File: config.mk
export PLATFORM = sky130hd
export DESIGN_NAME = trace_capture
export DESIGN_NICKNAME = d
export VERILOG_FILES = /design/src/rtl/trace_pkg.sv /design/src/rtl/trace_box_locator.sv /design/src/rtl/trace_capture.sv
export SDC_FILE = /design/constraint.sdc
export NUM_CORES = 1
export LEC_CHECK = 0
export CORE_MARGIN = 5
export CORE_UTILIZATION = 27
export DETAILED_ROUTE_END_ITERATION = 10
export GPL_TIMING_DRIVEN = 0
export PLACE_DENSITY = 0.62
export SETUP_SLACK_MARGIN = 0.2
export SLEW_MARGIN = 20
export SYNTH_ARGS = -nofsm -noshare
export SYNTH_HDL_FRONTEND = slang
export SYNTH_SLANG_ARGS = --single-unit
File: constraint.sdc
create_clock -name clk -period 2.22 [get_ports clk]
set_input_delay 0.444 -clock clk [delete_from_list [all_inputs] [get_ports clk]]
set_output_delay 0.444 -clock clk [all_outputs]
set_load 0.05 [all_outputs]
File: src/rtl/trace_pkg.sv
// Shared definitions for the trace capture block: grid geometry,
// the capture FSM state encoding and the box-index type.
package trace_pkg;

    localparam int GRID_DIM  = 4;
    localparam int NUM_BOXES = GRID_DIM * GRID_DIM;

    typedef enum logic [1:0] {
        IDLE    = 2'd0,
        TRACING = 2'd1,
        DONE    = 2'd2
    } state_t;

    typedef logic [3:0] box_idx_t;

endpackage

File: src/rtl/trace_box_locator.sv
// Maps a cursor pixel position onto the 4x4 grid of boxes whose top-left
// corner is (initial_row, initial_col). Purely combinational.
module trace_box_locator
    import trace_pkg::*;
#(
    parameter int BOX_SIZE = 50
) (
    input  logic [8:0] cursor_row,
    input  logic [9:0] cursor_col,
    input  logic [7:0] initial_row,
    input  logic [8:0] initial_col,
    output box_idx_t   box_idx,
    output logic       in_grid
);

    localparam logic [10:0] BOX_W    = 11'(BOX_SIZE);
    localparam logic [10:0] GRID_SPAN = 11'(GRID_DIM * BOX_SIZE);

    logic [10:0] row_off;
    logic [10:0] col_off;
    logic [10:0] row_q;
    logic [10:0] col_q;

    // Offsets are formed one bit wider than needed; an underflow is caught by the
    // explicit cursor-before-origin compare, so the wrapped value is never used.
    always_comb begin
        // NOTE: every output of a combinational block is assigned on every path
        // (here unconditionally) so no latch is inferred.
        row_off = {2'b00, cursor_row} - {3'b000, initial_row};
        col_off = {1'b0, cursor_col} - {2'b00, initial_col};
        row_q   = row_off / BOX_W;
        col_q   = col_off / BOX_W;
        in_grid = (cursor_row >= {1'b0, initial_row}) &&
                  (cursor_col >= {1'b0, initial_col}) &&
                  (row_off < GRID_SPAN) &&
                  (col_off < GRID_SPAN);
        box_idx = in_grid ? box_idx_t'(row_q * 11'(GRID_DIM) + col_q) : '0;
    end

endmodule

File: src/rtl/trace_capture.sv
// Records which boxes of a 4x4 grid the player's cursor dwells in while
// the trace button is held. Optional feature macro: TRACE_ORDER_EN adds
// per-box step numbers on p1_order; without it p1_order is tied to 0.
module trace_capture
    import trace_pkg::*;
#(
    parameter int BOX_SIZE     = 50,
    parameter int DWELL_CYCLES = 4
) (
    input  logic        clk,
    input  logic        reset,
    input  logic        trace_screen_on,
    input  logic        clear,
    input  logic        pen_down,
    input  logic [8:0]  cursor_row,
    input  logic [9:0]  cursor_col,
    input  logic [7:0]  initial_row,
    input  logic [8:0]  initial_col,
    output logic [15:0] p1_traced,
    output logic [63:0] p1_order,
    output logic [5:0]  box_count,
    output logic        trace_done
);

    localparam int            CW        = (DWELL_CYCLES > 1) ? $clog2(DWELL_CYCLES) : 1;
    localparam logic [CW-1:0] DWELL_MAX = CW'(DWELL_CYCLES - 1);

    state_t        state;
    state_t        state_next;
    box_idx_t      box_idx;
    box_idx_t      last_idx;
    logic          in_grid;
    logic          last_valid;
    logic          abort;
    logic          record;
    logic          hit;
    logic [CW-1:0] dwell_cnt;
    logic [CW-1:0] dwell_next;

    // Leaving the screen behaves exactly like an explicit clear.
    assign abort = clear | ~trace_screen_on;

    trace_box_locator #(
        .BOX_SIZE (BOX_SIZE)
    ) u_locator (
        .cursor_row  (cursor_row),
        .cursor_col  (cursor_col),
        .initial_row (initial_row),
        .initial_col (initial_col),
        .box_idx     (box_idx),
        .in_grid     (in_grid)
    );

    // State register.
    always_ff @(posedge clk or posedge reset) begin
        // NOTE: sequential state uses non-blocking assignments so every register
        // samples pre-edge values regardless of block ordering.
        if (reset) state <= IDLE;
        else       state <= state_next;
    end

    // Next-state logic; abort outranks every other transition, including pen_down.
    always_comb begin
        state_next = state;
        if (abort) begin
            state_next = IDLE;
        end else begin
            unique case (state)
                IDLE:    if (pen_down)  state_next = TRACING;
                TRACING: if (!pen_down) state_next = DONE;
                DONE:    state_next = DONE;
                default: state_next = IDLE;
            endcase
        end
    end

    // Output logic: trace_done pulses in the cycle the pen lifts during a trace.
    always_comb begin
        trace_done = (state == TRACING) && !pen_down && !abort;
    end

    // Dwell tracking: count consecutive cycles in one box, detect a new trace hit.
    always_comb begin
        dwell_next = '0;
        hit        = 1'b0;
        record     = (state == TRACING) && pen_down && !abort;
        if (record && in_grid) begin
            if (last_valid && (box_idx == last_idx))
                dwell_next = (dwell_cnt == DWELL_MAX) ? DWELL_MAX : dwell_cnt + 1'b1;
            hit = (dwell_next == DWELL_MAX) && !p1_traced[box_idx];
        end
    end

    // Trace mask, box count and dwell history registers.
    always_ff @(posedge clk or posedge reset) begin
        if (reset) begin
            dwell_cnt  <= '0;
            last_idx   <= '0;
            last_valid <= 1'b0;
            p1_traced  <= '0;
            box_count  <= '0;
        end else begin
            dwell_cnt  <= dwell_next;
            last_idx   <= box_idx;
            last_valid <= record && in_grid;
            if (abort) begin
                p1_traced <= '0;
                box_count <= '0;
            end else if (hit) begin
                p1_traced[box_idx] <= 1'b1;
                if (box_count != 6'(NUM_BOXES))
                    box_count <= box_count + 6'd1;
            end
        end
    end

`ifdef TRACE_ORDER_EN
    logic [63:0] order_q;

    // Step-number nibbles; the 16th box does not fit in 1..15 and is written as 0.
    always_ff @(posedge clk or posedge reset) begin
        // NOTE: the order nibbles are ordinary flops, so they take the async reset
        // like the rest of the visible state rather than being left uninitialised.
        if (reset) begin
            order_q <= '0;
        end else if (abort) begin
            order_q <= '0;
        end else if (hit) begin
            order_q[{box_idx, 2'b00} +: 4] <= (box_count < 6'd15) ? 4'(box_count + 6'd1) : 4'd0;
        end
    end

    assign p1_order = order_q;
`else
    assign p1_order = '0;
`endif

endmodule

## Yosys cells after proc, flatten, opt, wreduce, memory -nomap -nowiden

Index checks and enable logic that the tools add are counted.

- Output and inout port bits: 87
- Register bits after elaboration: 31
- Logic and storage cells: 68
- Input bits: 41

- Bitwise logic cells: 3
- Divide/modulo/power cells: 2
- $add $sub $neg: 5
- Equality and inequality tests: 8
- Multiplexer cells: 19
- Reductions and logical operators: 19
- $lt $le $gt $ge: 6

Operators with widths:

| cell | count |
|---|---|
| 16-bit two-way mux | 2 |
| 11-bit by 6-bit divider with 11-bit output, second input constant | 2 |
| 11-bit by 8-bit less-than comparator with 1-bit output, second input constant | 2 |
| 6-bit two-way mux | 3 |
| 16-bit bitwise OR | 1 |
| 2-bit two-way mux | 7 |
| 1-bit logical AND | 11 |
| 10-bit by 9-bit subtractor with 11-bit output | 1 |
| 10-bit by 9-bit greater-or-equal comparator with 1-bit output | 1 |
| 9-bit by 8-bit subtractor with 10-bit output | 1 |
| 9-bit by 8-bit greater-or-equal comparator with 1-bit output | 1 |
| 6-bit by 1-bit adder with 6-bit output, second input constant | 1 |
| 2-bit equality test, second input constant | 3 |
| 3-bit inequality test, second input constant | 2 |
| 6-bit by 5-bit inequality test with 1-bit output, second input constant | 1 |
| 2-bit case mux with 3 select lines | 1 |
| 4-bit by 5-bit less-than comparator with 1-bit output, second input constant | 1 |
| 4-bit adder | 1 |
| 1-bit binary-select mux with 4-bit select | 1 |
| 1-bit demux with 4-bit select | 1 |
| 4-bit equality test | 1 |
| 4-bit by 1-bit greater-or-equal comparator with 1-bit output, second input constant | 1 |
| 4-bit two-way mux | 1 |
| 2-bit AND reduction | 2 |
| 8 further kinds | 13 |

## Logic depth before layout (Yosys ltp)

- Word-level depth: 14
- Mapped depth: 33
- Gate-level depth less buffers: 31

## By module

Synthesis repeated with hierarchy kept, for this count alone.

- Cell total of the unflattened synthesis: 605
- Area, all modules: 4,640.7 sq um

By module, submodules not included:

| module | cells each | instances | sequential area each (sq um) | area an instance (sq um) |
|---|---|---|---|---|
| trace_box_locator | 362 | 1 | 0.0 | 2,467.4 |
| trace_capture | 243 | 1 | 775.7 | 2,173.3 |

## Worst setup path after synthesis

Ideal clock, no wire load.

- Path kind: input to register
- Start: in cursor_col[0]
- End: reg box_count[4]
- Stages: 28
- Data arrival time: 6.154 ns
- Path buffers: 2
- Setup time: 0.078 ns
- Setup slack: -4.012 ns
- Path through: inv_1 ha_1 inv_1 fa_1 a211oi_4 nor2_1 xor2_2 a2111oi_4 o2111ai_1 a21oi_2 nor4_2 buf_4 o2111a_1 o32a_1 and2_1 nor2_1 nand2_1 ha_1 xor2_1 xnor2_1 buf_2 mux2_2 a22oi_1 mux2i_1 o211ai_1 o211ai_2 or4_1 a21oi_1

- Longest elaborated chain between the ends: 14
- Elaborated cells between the ends (all ways): 22

Ends and longest elaborated chain:

| what | line | text |
|---|---|---|
| from (decl) | trace_capture.sv:16 | `input logic [9:0] cursor_col,` |
| parallel branches: the longest is 11 deep, another holds 10-bit by 9-bit subtractor with 11-bit output | n/a |  |
| 1-bit two-way mux (*) | trace_capture.sv:87 | `if (record && in_grid) begin` |
| 2-bit nonzero test (no source line) (*) | n/a |  |
| 2-bit AND reduction (no source line) (*) | n/a |  |
| to (signal assigned) | trace_capture.sv:112 | `box_count <= box_count + 6'd1;` |
| to (decl) | trace_capture.sv:21 | `output logic [5:0] box_count,` |

Every way passes the cells marked *. The select of a mux whose other input is x is not followed.
A chain may end at the register's enable or synchronous reset.

## Worst setup path in the final report

- Start: in cursor_col[5]
- End: reg box_count[1]

The elaborated chain is that of the path after synthesis.

==> summary.md <==
| Metric | Value |
|---|---|
| CTS buffer count | `5` |
| TritonCTS clock tree | `built` |
| Setup tns final | `-105.89 ns` |
| Critical path buffers and inverters | `5` |
| Number of slew-limit violations in the final report | `0` |
| Top Family by Delay on Critical Path | `compound AO/OA/AOI/OAI gates` |
| Number of global-route vias before repair | `about 5700` |
| Startpoint kind of the worst setup timing path | `primary input` |
| Crit path from | `cursor_col[5]` |
| H-tree lvl count | `2` |
| Clock Skew | `0.00445 ns` |
| Total routed wirelength | `17700 um` |
| Die area | `between 0.02 and 0.025 mm2` |
| Most frequent standard cell in the layout excluding fill and tap cells | `sky130_fd_sc_hd__buf_4` |
| Core Area | `0.0186 mm2` |
| DR iter-0 viols | `between 300 and 400` |
| Maximum clock path buffer count | `2` |
| CP Data Required Time | `2.42 ns` |
| Total iterations of the first detailed-routing run | `5` |
| Max-slew headroom | `47.5%` |
| Starting utilization of the core area | `~27%` |
| First-pass GRT wire length | `27200 um` |
| Clock latency on the worst-skew pair | `0.28 ns` |
| Sequential-to-total area share from yosys stat | `15.2%` |
| Number of routed nets with antenna violations | `0` |
| DRC errors left | `0` |
| Fin util | `48.1%` |
| Outcome | `finished with violations` |
| Routed wirelength normalized by instance count | `15.0 um` |
| FMAX | `between 0.15 and 0.2 GHz` |
| Category of the critical setup timing path | `in -> reg` |
| Final hold viol count | `0` |
| Placement Rows | `50` |
| Dominant synthesized flop cell | `sky130_fd_sc_hd__dfrtp_1` |
| Final HPWL DP | `11200 um` |
| Worst hold path depth | `1` |
| Fraction of layout instances using a drive strength above 1 | `46.1%` |
| PnR worst setup slack | `-4.03 ns` |
| Final net count | `1014` |
| Setup Viol. Count Final | `29` |
| Routability congestion estimate | `about 0.84` |
| Post-synthesis to final-layout area growth | `75.6%` |
| Post-synthesis instance total | `676` |
| Worst-path cell with the longest stage delay | `sky130_fd_sc_hd__or4_4` |
| Power per unit of standard cell area | `786 mW/mm2` |
| Number of unique standard cell types used by synthesis | `87` |
| Via count | `6078` |
| Largest net degree at the start of global routing | `32` |
| Part of the cycle the worst path needs | `282%` |
| R2r startpoint | `state[1]` |
| Antenna Diode Count | `0` |
| Clock Pin Slew Worst Setup and Hold Paths | `0.05 ns` |
| Setup repair after global routing missed its margin | `yes` |
| Period minus WS final | `6.25 ns` |
| Fillers | `1698` |
| Die boundary width | `148 um` |
| Total clock sinks | `31` |
| Total I/O pin count | `128` |
| Kind of path behind the tightest hold check | `reg -> reg` |
| Overflow left after global routing | `0` |
| Dpl cells | `approximately 1000` |
| Initial antenna violation count | `0` |
| Biggest cell delay along the critical path | `0.53 ns` |
| Worst IR drop on VDD | `0.550 mV` |
| HP Start | `dwell_cnt[0]` |
| Max-cap violations | `0` |
| Post-Synthesis Cell Area | `0.00511 mm2` |
| Die Y-Extent | `148 um` |
| Total of hold buffers inserted after clock tree synthesis | `0` |
| Commonest cells after routing, fill and taps aside | `189 x sky130_fd_sc_hd__buf_4, 64 x sky130_fd_sc_hd__conb_1, 56 x sky130_fd_sc_hd__nor2_1, 39 x sky130_fd_sc_hd__clkdlybuf4s50_1, 38 x sky130_fd_sc_hd__nand2_1` |
| Number of cells on the critical path | `28` |
| Worst EP arrival | `~6.5 ns` |
| Proportion of synthesized flip-flops having asynchronous set or reset | `100%` |
| Register bit count reported by yosys | `31` |
| Number of enable flip-flop cells after synthesis | `0` |
| CP max FO | `10` |
| Final hold slack | `0.454 ns` |
| Via density per instance | `5.14` |
| Static Leak | `around 3.9 nW` |
| Mean post-synth cell area | `about 7.6 um2` |
| Violated checks | `negative setup slack` |
| Worst R2R Path Depth | `12` |
| IO buf count | `62` |
| Kind of capture point of the worst setup path | `flop` |
| Slew at the pin closest to its max-slew limit | `just under 0.8 ns` |
| Clk Tree Root Cell | `sky130_fd_sc_hd__clkbuf_16` |
| Post-route insts no fill | `about 1200` |
| Aggregate global-route resource usage | `14.4%` |
| Warnings, synthesis | `0` |
==> repair_timing <==
action,in CTS,in global routing
setup endpoints to repair,30,33
buffers inserted,88,51
cloned,0,0
pin swaps,104,78
resized for setup,233,78
==> flip-flops by register name, indices dropped and copies added (netlist names) <==
signal / cells
p1_traced: 16
box_count: 6
last_valid: 1
state: 2
last_idx: 4
dwell_cnt: 2
==> cell usage after synthesis (all sizes together) (4+ instances only) <==
master,instances,area [um2]
or3b,4,35.0
or4,5,37.5
and2,7,43.8
o31ai,14,124
a22o,8,70.1
o211ai,14,120
nand2,48,180
a21boi,5,37.5
mux2,6,67.6
nor2,69,262
nor3,28,150
a31oi,7,43.8
o311ai,5,43.8
a22oi,5,37.5
or2,11,68.8
a32o,11,110
o21ai,29,153
a311oi,4,47.6
a21oi,36,184
a211oi,11,95.1
or3,9,56.3
inv,42,158
nand3,17,85.1
buf,73,529
mux2i,5,50.1
clkbuf,14,53.8
nand4,7,43.8
a21o,12,90.1
nor2b,4,25.0
xnor2,13,121
nand2b,7,43.8
xor2,10,95.1
o211a,5,50.1
ha,24,300
o2111ai,9,78.8
dfrtp,31,776
nor4,9,81.3
o21a,7,52.6
==> path summary, 6_finish.rpt <==
check,slack (ns),endpoint
setup / recovery,-4.03,box_count[1]
hold / removal,0.45,dwell_cnt[0]
setup reg to reg,-0.19,box_count[3]
hold reg to reg,0.45,dwell_cnt[0]
max in group asynchronous,1.21,last_idx[0]
min in group asynchronous,0.58,box_count[0]
==> kinds of logic after synthesis <==
family                   after synthesis  synth area share, %
AND/OR/NAND/NOR                      236                 23.5
AO/OA/AOI/OAI                        217                 33.0
buffers and inverters                129                 14.5
flip-flops                            31                 15.2
adder cells (fa/ha/maj)               27                 6.86
XOR/XNOR                              23                 4.24
multiplexers                          12                 2.74
other                                  1               0.0734
==> routing by layer <==
metal,vias to the layer above,GRT usage [%],routed length [um]
li1,2952,-,-
met1,2881,18.6,7490
met2,208,25.5,9010
met3,37,1.93,912
met4,0,3.31,268
met5,-,0,0
==> area by class of cell <==
class | instances | area, um2 | share of cell area, %
clock buffer | 7 | 133 | 1.48
buffer | 87 | 716 | 7.98
sequential | 31 | 776 | 8.64
clock inverter | 1 | 5.00 | 0.0558
tap | 234 | 293 | 3.26
multi-input combinational | 579 | 5150 | 57.4
timing repair buffer | 201 | 1730 | 19.3
inverter | 42 | 173 | 1.92
==> metrics by stage <==
step	worst slack (ns)	instance area [um2]	power, mW
5_1_grt	-4.26	8970	7.48
3_3_place_gp	-5.43	6440	3.97
6_report	-4.03	8970	7.05
2_1_floorplan	-3.77	5530	3.35
3_5_place_dp	-5.47	6440	3.97
4_1_cts	-3.84	8220	6.15
==> power breakdown <==
| group | total (mW) | internal, mW | switching (mW) |
|---|---|---|---|
| clock network | 0.650 | 0.414 | 0.236 |
| logic | 5.82 | 2.69 | 3.13 |
| registers | 0.584 | 0.576 | 0.00809 |
No activity file was read; power rests on OpenSTA's default activity.
